**src/rtl/instr_loader.sv**
```systemverilog
`default_nettype none
// ============================================================================
// Module   : instr_loader
// Brief    : Assembles a big-endian byte stream into 32-bit words, writes them
//            to consecutive instruction-memory addresses and releases the CPU
//            hold once the HALT word lands. Optional checksum byte after HALT
//            when INSTR_LOADER_CHECKSUM_EN is defined.
// Revision : 1.0 - initial release
// ============================================================================
module instr_loader #(
    parameter int          ADDR_WIDTH = 8,
    parameter logic [31:0] HALT_WORD  = 32'hFFFF_FFFF
) (
    input  logic                  clk,
    input  logic                  rst_n,
    input  logic                  start,
    input  logic [7:0]            rx_data,
    input  logic                  rx_valid,
    output logic                  imem_we,
    output logic [ADDR_WIDTH-1:0] imem_addr,
    output logic [31:0]           imem_wdata,
    output logic                  cpu_hold,
    output logic                  busy,
    output logic                  done,
    output logic                  error,
    output logic [ADDR_WIDTH:0]   word_count
);

    localparam logic [1:0] c_IDLE  = 2'd0;
    localparam logic [1:0] c_RECV  = 2'd1;
    localparam logic [1:0] c_DONE  = 2'd2;
`ifdef INSTR_LOADER_CHECKSUM_EN
    localparam logic [1:0] c_CHECK = 2'd3;
`endif
    localparam logic [ADDR_WIDTH-1:0] c_LAST_ADDR = {ADDR_WIDTH{1'b1}};

    logic [1:0]            r_state;
    logic [1:0]            r_byte_idx;
    logic [23:0]           r_asm;
    logic [ADDR_WIDTH-1:0] r_ptr;
`ifdef INSTR_LOADER_CHECKSUM_EN
    logic [7:0]            r_csum;
`endif

    logic [31:0] w_word;
    logic        w_last_byte;
    logic        w_is_halt;

    // The fourth byte completes the word combinationally so it can be written
    // on the same edge it is sampled.
    assign w_word      = {r_asm, rx_data};
    assign w_last_byte = rx_valid && (r_byte_idx == 2'd3);
    assign w_is_halt   = (w_word == HALT_WORD);

    always_ff @(posedge clk or negedge rst_n) begin
        if (!rst_n) begin
            r_state    <= c_IDLE;
            r_byte_idx <= 2'd0;
            r_asm      <= 24'd0;
            r_ptr      <= '0;
            imem_we    <= 1'b0;
            imem_addr  <= '0;
            imem_wdata <= 32'd0;
            cpu_hold   <= 1'b1;
            busy       <= 1'b0;
            done       <= 1'b0;
            error      <= 1'b0;
            word_count <= '0;
`ifdef INSTR_LOADER_CHECKSUM_EN
            r_csum     <= 8'd0;
`endif
        end else begin
            imem_we <= 1'b0;
            case (r_state)
                c_IDLE, c_DONE: begin
                    if (start) begin
                        r_state    <= c_RECV;
                        r_byte_idx <= 2'd0;
                        r_ptr      <= '0;
                        busy       <= 1'b1;
                        done       <= 1'b0;
                        error      <= 1'b0;
                        cpu_hold   <= 1'b1;
                        word_count <= '0;
`ifdef INSTR_LOADER_CHECKSUM_EN
                        r_csum     <= 8'd0;
`endif
                    end
                end
                c_RECV: begin
                    if (rx_valid) begin
                        r_asm      <= w_word[23:0];
                        r_byte_idx <= r_byte_idx + 2'd1;
`ifdef INSTR_LOADER_CHECKSUM_EN
                        r_csum     <= r_csum ^ rx_data;
`endif
                    end
                    if (w_last_byte) begin
                        imem_we    <= 1'b1;
                        imem_addr  <= r_ptr;
                        imem_wdata <= w_word;
                        word_count <= word_count + 1'b1;
                        if (w_is_halt) begin
`ifdef INSTR_LOADER_CHECKSUM_EN
                            r_state  <= c_CHECK;
`else
                            r_state  <= c_DONE;
                            busy     <= 1'b0;
                            done     <= 1'b1;
                            cpu_hold <= 1'b0;
`endif
                        end else if (r_ptr == c_LAST_ADDR) begin
                            // Memory full: flag it rather than wrap onto address 0.
                            r_state  <= c_DONE;
                            error    <= 1'b1;
                            busy     <= 1'b0;
                            done     <= 1'b1;
                            cpu_hold <= 1'b0;
                        end else begin
                            r_ptr <= r_ptr + 1'b1;
                        end
                    end
                end
`ifdef INSTR_LOADER_CHECKSUM_EN
                c_CHECK: begin
                    if (rx_valid) begin
                        error    <= (rx_data != r_csum);
                        r_state  <= c_DONE;
                        busy     <= 1'b0;
                        done     <= 1'b1;
                        cpu_hold <= 1'b0;
                    end
                end
`endif
                default: r_state <= c_IDLE;
            endcase
        end
    end

endmodule
`default_nettype wire

```
**config.mk**
```make
export PLATFORM = sky130hd
export DESIGN_NAME = instr_loader
export DESIGN_NICKNAME = d
export VERILOG_FILES = /design/src/rtl/instr_loader.sv
export SDC_FILE = /design/constraint.sdc
export NUM_CORES = 1
export LEC_CHECK = 0
export ABC_CLOCK_PERIOD_IN_PS = 2400
export CORE_MARGIN = 5
export CORE_UTILIZATION = 50
export DETAILED_ROUTE_END_ITERATION = 7
export GPL_TIMING_DRIVEN = 0
export PLACE_DENSITY_LB_ADDON = 0.1
export SLEW_MARGIN = 10
export SYNTH_ARGS = -nofsm -noshare
export SYNTH_HDL_FRONTEND = slang
export SYNTH_SLANG_ARGS = --single-unit
```
**constraint.sdc**
```tcl
create_clock -name clk -period 2.4 [get_ports clk]
set_input_delay 0.36 -clock clk [delete_from_list [all_inputs] [get_ports clk]]
set_output_delay 0.36 -clock clk [all_outputs]
set_load 0.005 [all_outputs]
```
==> results of run 1 <==
## sequential cells by signal, indices dropped and copies added (netlist names)
signal	flops
done	1
r_state	2
r_byte_idx	2
imem_addr	8
r_asm	24
error	1
imem_wdata	32
word_count	9
r_ptr	8
imem_we	1
busy	1
cpu_hold	1
## path summary, 6_finish.rpt
| check | cells past startpoint | end | start | slack [ps] |
|---|---|---|---|---|
| min | 2 | imem_wdata[24] | imem_wdata[24] | 480 |
| max in group asynchronous | 3 | cpu_hold | rst_n | 1210 |
| min reg2reg | 2 | imem_wdata[24] | imem_wdata[24] | 480 |
| min in group asynchronous | 2 | imem_wdata[24] | rst_n | 510 |
| max reg2reg | 7 | r_ptr[2] | r_ptr[0] | 460 |
| max | 7 | r_ptr[2] | r_ptr[0] | 460 |
## worst register-to-register path: cells and delay by family, from the launching register on
family | cells | cell delay (ps)
AOI/OAI and AO/OA | 3 | 500
and+or+nand+nor | 2 | 470
DFF | 1 | 420
adders and majority gates | 1 | 250
buffers and inverters | 1 | 190
## layout by cell type (no fill, tap or decap), types with 7 or more instances in the layout
cell / netlist / layout
a21oi_1: 7 / 7
and3_1: 8 / 8
clkbuf_1: 8 / 9
clkbuf_8: 0 / 9
clkdlybuf4s50_1: 0 / 64
dfrtp_1: 89 / 89
mux2_2: 24 / 24
nand2_1: 122 / 122
nand3_1: 16 / 16
nand4_1: 7 / 7
nor2_1: 16 / 16
o21ai_0: 7 / 7
## stage by stage
step | cell area [sq um] | setup TNS (ps) | setup slack (ps) | std cells | hold WS (ps)
floorplan | 3725 | 0 | 653.7 | 355 | 64.41
global route | 4752 | 0 | 312.5 | 537 | 495.2
finish | 4752 | 0 | 456.9 | 537 | 477.6
detailed placement | 4524 | 0 | 88.28 | 520 | 361.0
CTS | 4752 | 0 | 426.0 | 537 | 483.8
global placement | 4499 | -205910 | -2304 | 519 | 458.0
## power breakdown
part	internal [mW]	switching, mW
sequential	1.99	0.319
combinational	0.862	0.571
clock	0.591	0.534
total	3.44	1.42
## cell type report
class,count,area [sq um]
Multi-Input combinational cell,243,1375
Inverter,6,22.52
Tap cell,99,123.9
Clock buffer,10,127.6
Timing Repair Buffer,67,685.7
Sequential cell,90,2253
Buffer,16,73.82
Clock inverter,6,90.09
Fill cell,617,2501
## routing by layer
| layer | part of all wire | track usage |
|---|---|---|
| met1 | 0.48 | 0.2779 |
| met2 | 0.45 | 0.2714 |
| met3 | 0.062 | 0.05551 |
| met4 | 0.012 | 0.06308 |
| met5 | 0 | 0 |
## cells by family after synthesis
logic type,Yosys count
compound gates,26
simple gates,182
fa+ha+maj,3
mux,25
xor+xnor,7
buf+inv,22
flops,90
## timing repair
action / 4_1_cts / 5_1_grt
endpoints found under the setup margin: 0 / 0
endpoints found under the hold margin: 36 / 0
hold buffers: 1 / 0
==> metrics.cfg, run 1 <==
[run_status]
outcome = completed

[finish]
drive_gt1_frac = 0.1301
n_antenna_cell = 0
fin_nets = 448
syn2layout_area_growth_pct = 27.58
fin_util = 0.6552

[setup_path]
cp.required_ps = 2650
endpoint_kind = flip-flop
worstPathCellList = ha_1 -> and3_1 -> and3_1 -> a211oi_4 -> buf_6 -> a21oi_1 -> a31o_1
cp_common_cell = and3_1
arrival_ps = 2190
crit_family = compound AO/OA/AOI/OAI gates
crit_type = flip-flop to flip-flop
crit_buf_inv = 1
startpoint_type = flip-flop
crit_fanout = 10
cp_slowest_cell = dfrtp_1
slowest_delay_ps = 420

[floorplan]
initial_core_util = 0.5135
coreArea_sq_mm = 0.007253
die_y_um = 96.31
rows = 31
die_area_sq_mm = 0.009276
die_w_um = 96.31
io_pins = 66

[synth]
async_flop_share = 1.000
yosys_warnings = 0
synth_area_leaders = dfrtp_1 (60%), nand2_1 (12%), mux2_2 (7.3%)
netlist_area_sq_mm = 0.003725
yosysMostFrequentCell = nand2_1
synth-simple-area-share = 0.2204
synth_common_cells = nand2_1 (122), dfrtp_1 (89), mux2_2 (24)
synth_xor_area_frac = 0.01646
ys.flop_type = dfrtp_1
synth_top_area_cell = dfrtp_1
synth-compound-area-share = 0.04703
synth_edf_count = 0
synth_nets = 370
ys_ff_latch = 90
synth_sequential_area_ratio = 0.6050
muxShareOfSynthArea = 0.07524
postSynthCellCount = 355
synth.distinct_cells = 36
avgSynthCellArea_sq_um = 10.49
synthAdderAreaFrac = 0.01008
synth_top_family_by_area = simple AND/OR/NAND/NOR gates
synth_top_area_frac = 0.5979

[global_route]
antenna_found_initial = 0
grt_usage = 0.1901
grt_pass1_vias = 2726
grt_pass1_wl_um = 13350
grt-ovfl-total = 0
grt_max_degree = 55

[sta]
rsz0062_at_grt = false
min_period_ps = 1943
period_share = 0.8096
fmax_ghz = 0.5146
worst_pin_slew_ps = 522.4
final_hold_viol_count = 0
slew_headroom = 0.6517
finalMaxSlewViolations = 0
clock_skew_ps = 8.796
setup-violations-final = 0

[clocking]
clk_path_buf_depth = 2
cts_tree = yes
htreeDepth = 3
insertion_delay_ps = 360
clk_pin_slew_ps = 90
cts_buffers = 9
cts-root-buf = clkbuf_8
cts_num_sinks = 90
post-cts-setup-buffers = 0
cts_resized = 0

[drt]
firstDrtPassIters = 4
ant_nets = 0
vias = 2749
postRouteWirelength_um = 7900
wl_per_cell_um = 14.71
viasPerCell = 5.119
post-route-drc-count = 0
drtIter0Drc = 139

[placed_design]
dpl.hpwl_um = 5616
io_buffers = 65
gp_congestion = 0.7934

[power]
totalPowerFinal_mw = 4.863
power-per-cell-area_mw_per_mm2 = 1023
leakage_nw = 2.266
ir_drop_mv = 0.5137

[hold_path]
hold_path.class = flip-flop to flip-flop

[flow_run]
drv_cap = 0

No activity file was read; power rests on OpenSTA's default activity.
==> run 2, diff against run 1 <==
Settings changed: ABC_CLOCK_PERIOD_IN_PS 2400 to 1800.
Clock period 2.4 ns to 1.8 ns, I/O delays scaled along.
==> metrics.cfg, run 2 (synthesis gave the netlist of run 1 again) <==
[run_status]
outcome = completed

[sta]
final_hold_viol_count = 0  ; unchanged
setup-violations-final = 0  ; unchanged
finalMaxSlewViolations = 0  ; unchanged
slew_headroom = 0.6569  ; +0.005182
fmax_ghz = 0.5637
min_period_ps = 1774
rsz0062_at_grt = true
worst_pin_slew_ps = 514.6  ; -7.773 ps
clock_skew_ps = 9.112  ; +0.3161 ps
final.setup.tns_ps = 0  ; unchanged
period_share = 0.9856

[finish]
reg_top3 = imem_wdata (32), r_asm (24), word_count (9)
syn2layout_area_growth_pct = 33.73
seq_area_sq_mm = 0.002253  ; unchanged
fillers = 587  ; -4.9%
final_common_cell = nand2_1
multi_input_area_sq_mm = 0.001439  ; +4.6%
drive_gt1_frac = 0.1996  ; +0.06942
largest_register_ffs = 32  ; unchanged
final_cell_mix = nand2_1 (122), dfrtp_1 (89), clkdlybuf4s50_1 (64)
fin_nets = 466  ; +4.0%
top_register = imem_wdata
n_antenna_cell = 0  ; unchanged
layout.cells.non_filler = 555  ; +3.4%

[placed_design]
gp_congestion = 0.7934  ; unchanged
placed_cells = 520  ; unchanged
io_buffers = 65  ; unchanged
dpl.hpwl_um = 5616  ; unchanged

[drt]
firstDrtPassIters = 4  ; unchanged
post-route-drc-count = 0  ; unchanged
drtIter0Drc = 170  ; +22%
postRouteWirelength_um = 8337  ; +5.5%
vias = 2858  ; +4.0%
viasPerCell = 5.150  ; +0.59%
ant_nets = 0  ; unchanged
wl_per_cell_um = 15.02  ; +2.1%

[clocking]
clk_path_buf_depth = 2  ; unchanged
cts-root-buf = clkbuf_8
clk_pin_slew_ps = 90  ; about the same
htreeDepth = 3  ; unchanged
cts_tree = yes
cts_buffers = 9  ; unchanged
cts_num_sinks = 90  ; unchanged
insertion_delay_ps = 360  ; about the same

[global_route]
grt_max_degree = 55  ; unchanged
grt_pass1_wl_um = 13630  ; +2.1%
antenna_found_initial = 0  ; unchanged
grt-ovfl-total = 0  ; unchanged
grt_pass1_vias = 2784  ; +2.1%
grt_usage = 0.1943  ; +0.004169

[power]
ir_drop_mv = 0.6789  ; +32%
power-per-cell-area_mw_per_mm2 = 1343  ; +31%
leakage_nw = 2.377  ; +4.9%
totalPowerFinal_mw = 6.687  ; +38%

[setup_path]
crit_path_start = rx_valid
arrival_ps = 2020  ; -170 ps
crit_end = r_ptr[7]
endpoint_kind = flip-flop
r2r_cells = 7  ; unchanged
r2r_setup_slack_ps = 30  ; -430 ps
r2r-end = r_ptr[7]
cp.required_ps = 2050  ; -600 ps
r2r-start = r_ptr[0]
crit_fanout = 5  ; -5
startpoint_type = primary input
crit_type = primary input to flip-flop

[floorplan]
io_pins = 66  ; unchanged
coreArea_sq_mm = 0.007253  ; unchanged
die_w_um = 96.31  ; unchanged
rows = 31  ; unchanged
initial_core_util = 0.5135  ; unchanged
die_y_um = 96.31  ; unchanged
die_area_sq_mm = 0.009276  ; unchanged

[flow_run]
drv_cap = 0  ; unchanged

[hold_path]
hold_path.class = primary input to asynchronous set/reset pin

run 2: cell types whose count changed in the layout (fill, tap and decap cells not counted), moves of 4 or more:
cell,delta
a21oi_1,-5
a21oi_2,+5
buf_2,-4
buf_4,+18
clkbuf_1,-5
clkbuf_2,+5
run 2: timing repair:
action,CTS,global route
hold endpoints to repair,36,0
resized for setup,9,20
cloned,0,0
endpoints found under the setup margin,46,58
hold buffers,1,0
pin swaps,2,8
buffers inserted,9,10
run 2: critical path: stages:
cell and delay (ps):
clkdlybuf4s50_1 630, nand4b_4 200, inv_4 130, nor2_4 60, a211oi_4 250, buf_4 160
nor2_1 40, a211o_1 270
run 2: worst min-delay path by stage:
| stage | cells past startpoint | slack, ps | endpoint | from |
|---|---|---|---|---|
| 6_report | 2 | 420 | imem_wdata[24] | rst_n |
| 5_1_grt | 2 | 460 | imem_wdata[24] | rst_n |
| 4_1_cts | 2 | 420 | imem_wdata[24] | rst_n |
| 3_5_place_dp | 1 | 270 | imem_wdata[24] | rst_n |
| 3_3_place_gp | 2 | 460 | imem_wdata[24] | imem_wdata[24] |
| 2_1_floorplan | 0 | -30 | busy | rst_n |
run 2: final cells by class:
cell class,instances,share of cell area
sequential,90,0.4524
multi-input combinational,243,0.2889
timing repair buffer,86,0.1678
clock buffer,10,0.02562
tap,99,0.02487
clock inverter,6,0.01809
buffer,15,0.01733
inverter,6,0.005024
run 2: routing by layer:
metal / share of wire / wire, um / global-route usage / vias up
met2: 0.46 / 3815 / 0.2806 / 63
met1: 0.48 / 4015 / 0.2851 / 1420
met4: 0.011 / 91 / 0.06308 / 0
met3: 0.050 / 414 / 0.05160 / 7
li1: - / - / - / 1368
met5: 0 / 0 / 0 / -
run 2: metrics by stage:
step                      hold slack, ps  worst slack (ps)  area [sq um]  utilization
final                              415.4             25.93          4981       0.6867
after global routing               462.9            -21.66          4981       0.6867
after CTS                          416.1             3.638          4836       0.6667
after detailed placement           271.0            -421.7          4524       0.6238
after global placement             458.0             -2814          4499       0.6203
after floorplan                   -25.59             53.73          3725            -
run 2: where the power goes:
part / switching, mW / internal (mW) / total [mW]
Sequential: 0.426 / 2.65 / 3.08
Clock: 0.722 / 0.788 / 1.51
Combinational: 0.825 / 1.28 / 2.10
Total: 1.97 / 4.71 / 6.69
==> run 3, diff against run 2 <==
Settings changed: SLEW_MARGIN 10 to 0.
==> results of run 3 <==
Final layout, timing and power as in run 2 (identical DEF).
